$ cat config.mk
export PLATFORM = sky130hd
export DESIGN_NAME = miss_vote_decoder
export DESIGN_NICKNAME = d
export VERILOG_FILES = /design/src/rtl/miss_vote_decoder.sv
export SDC_FILE = /design/constraint.sdc
export NUM_CORES = 1
export LEC_CHECK = 0
export CAP_MARGIN = 10
export CORE_AREA = 2 2 66 68
export DETAILED_ROUTE_END_ITERATION = 12
export DIE_AREA = 0 0 68 70
export PLACE_DENSITY = 0.69
export REMOVE_ABC_BUFFERS = 1
export SYNTH_ARGS = -nofsm -noshare
export SYNTH_HDL_FRONTEND = slang
export SYNTH_SLANG_ARGS = --single-unit
$ cat constraint.sdc
create_clock -name clk -period 2.52 [get_ports clk]
set_input_delay 0.504 -clock clk [delete_from_list [all_inputs] [get_ports clk]]
set_output_delay 0.504 -clock clk [all_outputs]
set_load 0.02 [all_outputs]
$ cat src/rtl/miss_vote_decoder.sv
// Threshold-vote decoder: every PROBES_PER_BIT accepted probe results become one
// channel bit ("1" when enough probes missed), assembled LSB-first into out_data.
module miss_vote_decoder #(
  parameter int STR_LEN        = 16,
  parameter int PROBES_PER_BIT = 4,
  parameter int MISS_THRESH    = 2,
  parameter int CNT_W          = 8
) (
  input  logic                       clk,
  input  logic                       rst,
  input  logic                       start,
  input  logic                       probe_valid,
  input  logic                       probe_hit,
  input  logic                       stall,
  output logic                       busy,
  output logic                       bit_valid,
  output logic                       bit_out,
  output logic [$clog2(STR_LEN)-1:0] bit_idx,
  output logic [STR_LEN-1:0]         out_data,
  output logic                       done
);

  localparam int IDX_W = $clog2(STR_LEN);
  localparam logic [CNT_W-1:0] LAST_PROBE = CNT_W'(PROBES_PER_BIT - 1);
  localparam logic [CNT_W-1:0] THRESH     = CNT_W'(MISS_THRESH);
  localparam logic [IDX_W-1:0] LAST_IDX   = IDX_W'(STR_LEN - 1);

  typedef enum logic [1:0] {S_IDLE, S_COLLECT, S_DONE} state_t;

  state_t           state, state_next;
  logic [CNT_W-1:0] probe_cnt, miss_cnt;
  logic [CNT_W-1:0] miss_next;
  logic             accept, window_end, vote;

  // Vote includes the probe being accepted this cycle, so no extra decision cycle.
  assign accept     = (state == S_COLLECT) && probe_valid && !stall;
  assign window_end = accept && (probe_cnt == LAST_PROBE);
  assign miss_next  = miss_cnt + CNT_W'(!probe_hit);
  assign vote       = (miss_next >= THRESH);

  always_ff @(posedge clk) begin
    if (rst) state <= S_IDLE;
    else     state <= state_next;
  end

  always_comb begin
    state_next = state;
    case (state)
      S_IDLE, S_DONE: if (start) state_next = S_COLLECT;
      S_COLLECT:      if (window_end && (bit_idx == LAST_IDX)) state_next = S_DONE;
      default:        state_next = S_IDLE;
    endcase
  end

  always_comb begin
    busy = (state == S_COLLECT);
    done = (state == S_DONE);
  end

  always_ff @(posedge clk) begin
    if (rst) begin
      probe_cnt <= '0;
      miss_cnt  <= '0;
      bit_idx   <= '0;
      out_data  <= '0;
      bit_valid <= 1'b0;
      bit_out   <= 1'b0;
    end else begin
      bit_valid <= 1'b0;
      case (state)
        S_IDLE, S_DONE: begin
          if (start) begin
            probe_cnt <= '0;
            miss_cnt  <= '0;
            bit_idx   <= '0;
            out_data  <= '0;
          end
        end
        S_COLLECT: begin
          if (window_end) begin
            out_data[bit_idx] <= vote;
            bit_out           <= vote;
            bit_valid         <= 1'b1;
            probe_cnt         <= '0;
            miss_cnt          <= '0;
            if (bit_idx != LAST_IDX) bit_idx <= bit_idx + 1'b1;
          end else if (accept) begin
            probe_cnt <= probe_cnt + 1'b1;
            miss_cnt  <= miss_next;
          end
        end
        default: ;
      endcase
    end
  end

endmodule

==> impl_metrics.py <==
metrics = {
    "pwr": {
        "leakage_power_nw": 0.812,
        "intPower_mw": 0.973,
        "power_switching_share": 0.234,
        "p_per_area_nw_per_um2": 532,
        "p_clk_frac": 0.422,
        "vdd_ir_drop_max_mv": 0.237,
        "power.combinational.fraction": 0.072,
        "report.power.total_mw": 1.27,
        "power_switching_mw": 0.297,
        "seq_power_share": 0.506,
    },
    "worst_setup_path": {
        "timing.critical_path.cells": "clkdlybuf4s50_1, inv_1, ha_1, ha_2, nand3_1, and2_1, nor3_1, nor4b_4, buf_12, a311oi_1",
        "crit_buf_inv": 3,
        "reg2reg_setup_slack_ns": 0.38,
        "crit_required_ns": 2.68,
        "timing.setup.critical_path_class": "in -> reg",
        "timing.critical_path.to": "out_data[3]$_SDFFE_PP0P_",
        "startpoint": "probe_hit",
        "worst_r2r_endpoint": "out_data[14]$_SDFFE_PP0P_",
        "worst_setup_path_end_kind": "register",
        "cp-start-kind": "input port",
        "delay_heaviest_family_cp": "simple AND/OR/NAND/NOR gates",
        "slowest_stage": "sky130_fd_sc_hd__clkdlybuf4s50_1",
        "critical_path_cell_count": 10,
        "arrival_ns": 2.43,
        "critical_path.max_fanout": 17,
        "reg2regPathDepth": 6,
        "timing.rr.start": "probe_cnt[0]$_SDFFE_PP0P_",
        "critPathMaxStageDelay_ns": 0.39,
    },
    "route": {
        "dr.first_iter.drc_count": 141,
        "routed_vias": 1633,
        "drt-pass1-iter-count": 4,
        "drc": 0,
        "avgViaCountPerCell": 5.52,
        "wire_length_reported_by_the_detailed_router_um": 4040,
        "wire_per_inst_um": 13.6,
        "antenna_violating_nets_post_route": 0,
    },
    "placed_design": {
        "placement.io_buffers": 29,
        "finalWeightedCongestion": 0.810,
        "place_hpwl_um": 2850,
        "place_ws_ns": -0.0757,
    },
    "floorplan": {
        "fp.coreArea_um2": 4140,
        "die_height_um": 70,
        "die_area_um2": 4760,
        "floorplan.initialDensity": 0.465,
        "horizontal_die_dimension_um": 68,
        "rows": 24,
        "num_io_pins": 30,
    },
    "grt": {
        "first_global_vias": 1483,
        "antenna_violations_before_repair": 0,
        "grtUsageTotal": 0.185,
        "grt_pass1_wl_um": 6820,
        "global_route.overflow_total": 0,
        "grt_start_max_net_pins": 18,
    },
    "final_layout": {
        "fill_cells": 386,
        "antenna_cells": 0,
        "synth_to_layout_area_growth_pct": 23.9,
        "final_nets": 256,
        "ratio_of_cells_with_drive_above_1_in_the_final_layout": 0.0984,
    },
    "clocking": {
        "cts_post_setup_buffers_inserted": 0,
        "cts-buffers-inserted": 5,
        "htree_num_levels": 2,
        "clkSinkCount": 40,
        "worstSkewPairLatency_ns": 0.30,
        "cts_tree": "done",
        "cts_hold_buf": 0,
        "cts_repair_resize_count": 0,
        "clock_tree.buffer_depth": 2,
        "clock_transition_time_at_the_flip_flop_clock_pins_of_the_worst_setup_and_hold_paths_ns": 0.08,
        "ctsRootBufferMaster": "sky130_fd_sc_hd__clkbuf_8",
    },
    "synthesis": {
        "postSynth.asyncResetShare": 0,
        "synth_cells": 216,
        "syn-mean-instance-area_um2": 8.91,
        "synth_enable_flop_cells": 0,
        "postSynthRegisterBits": 40,
        "synth-seq-area-share": 0.416,
        "yosysUniqueCellTypes": 38,
        "synth.top_cell.area_share": 0.416,
        "yosys_top_cell_by_area": "sky130_fd_sc_hd__dfxtp_1",
        "ys_warn_count": 0,
        "yosys-top-cells-area": "sky130_fd_sc_hd__dfxtp_1 42%, sky130_fd_sc_hd__a311oi_1 7.7%, sky130_fd_sc_hd__a21oi_1 5.5%, sky130_fd_sc_hd__ha_1 4.5%, sky130_fd_sc_hd__nor2_1 4.3%",
        "synth_flop_cell": "sky130_fd_sc_hd__dfxtp_1",
        "synthesis.area_um2": 1930,
        "cell_types_with_the_highest_counts_after_synthesis": "40 x sky130_fd_sc_hd__dfxtp_1, 22 x sky130_fd_sc_hd__nor2_1, 21 x sky130_fd_sc_hd__a21oi_1, 17 x sky130_fd_sc_hd__a311oi_1, 10 x sky130_fd_sc_hd__nor2b_1",
        "synthMostInstantiatedCell": "sky130_fd_sc_hd__dfxtp_1",
    },
    "sta": {
        "final.setup.tns_ns": 0,
        "worst_slack_ns": 0.242,
        "final.setup_skew_ns": 0.00727,
        "setup_viol": 0,
        "timing.max_slew.rel_slack": 0.602,
        "fin_crit_ns": 2.28,
        "report.final.slew_viol_count": 0,
        "finalHoldViolCount": 0,
        "timing_worst_slew_pin_value_ns": 0.595,
        "unrepaired_setup_endpoints_after_global_routing": "false",
        "max_freq_mhz": 439,
        "period_utilization": 0.904,
    },
    "hold_path": {
        "min_from": "bit_out$_SDFFE_PP0P_",
        "type_of_the_most_critical_hold_path": "reg -> reg",
    },
    "run_status": {
        "run_status": "finished, final reports clean",
    },
    "job": {
        "max_cap_violations": 0,
    },
}
worst register-to-register path, delay by kind of cell, from the launching register on:
family | cells | cell delay, ns
AOI/OAI and AO/OA | 3 | 0.64
adders and majority gates | 1 | 0.23
DFF | 1 | 0.40
and+or+nand+nor | 2 | 0.79
flip-flops by register name (all words and copies together) (netlist names):
register / count
out_data: 16
miss_cnt: 8
bit_out: 1
probe_cnt: 8
bit_valid: 1
state: 2
bit_idx: 4
area by class of cell:
cell class                 instances  area (um^2)  share of cell area
tap                               52         65.1              0.0273
sequential                        40          801               0.336
multi-input combinational        155         1030               0.432
inverter                           5         18.8             0.00787
clock inverter                     3         47.5              0.0199
clock buffer                       5         68.8              0.0288
timing repair buffer              36          355               0.149
worst min-delay path by stage:
stage / end / slack, ns / cells after the start
final: bit_out$_SDFFE_PP0P_ / 0.50 / 2
after global routing: out_data[15]$_SDFFE_PP0P_ / 0.54 / 2
after CTS: bit_out$_SDFFE_PP0P_ / 0.51 / 2
after detailed placement: bit_out$_SDFFE_PP0P_ / 0.49 / 2
after global placement: out_data[15]$_SDFFE_PP0P_ / 0.49 / 2
after floorplan: miss_cnt[0]$_SDFFE_PP0P_ / 0.48 / 2
metrics by stage:
step,hold slack [ns],util,cells,area [um^2]
after floorplan,0.481,-,200,1850
after global placement,0.486,0.547,288,2270
after detailed placement,0.493,0.547,288,2270
after CTS,0.506,0.575,296,2380
after global routing,0.536,0.576,296,2390
final,0.503,0.576,296,2390
cell families after synthesis:
family          share of synthesized area
compound gates                      0.214
buf+inv                            0.0507
xor+xnor                           0.0409
fa+ha+maj                          0.0455
simple gates                        0.223
flops                               0.416
mux                                0.0104
power groups by stage:
stage	Sequential, mW	Clock [mW]	Combinational (mW)
floorplan	0.659	0	0.0463
global placement	0.657	0	0.0900
detailed placement	0.657	0	0.0909
CTS	0.642	0.549	0.0917
global route	0.643	0.576	0.100
finish	0.642	0.536	0.0910
per-layer routing:
layer	global-route usage	wire length, um	vias up
li1	-	-	839
met1	0.265	2000	762
met2	0.268	1840	28
met3	0.0483	150	4
met4	0.0600	47	0
met5	0	0	-
cells in the final DEF (no fill, tap or decap), types with 5 or more instances in the layout:
cell type / count
sky130_fd_sc_hd__xnor2_1: 7
sky130_fd_sc_hd__a21oi_1: 21
sky130_fd_sc_hd__inv_1: 5
sky130_fd_sc_hd__nand2_1: 8
sky130_fd_sc_hd__nand3_1: 7
sky130_fd_sc_hd__clkbuf_8: 5
sky130_fd_sc_hd__nor2_1: 22
sky130_fd_sc_hd__dfxtp_1: 40
sky130_fd_sc_hd__nor3_1: 8
sky130_fd_sc_hd__clkdlybuf4s50_1: 29
sky130_fd_sc_hd__ha_1: 6
sky130_fd_sc_hd__o21ai_0: 6
sky130_fd_sc_hd__buf_4: 6
sky130_fd_sc_hd__nor2b_1: 10
sky130_fd_sc_hd__a22oi_1: 6
sky130_fd_sc_hd__a311oi_1: 17
(Power assumes the default switching activity.)
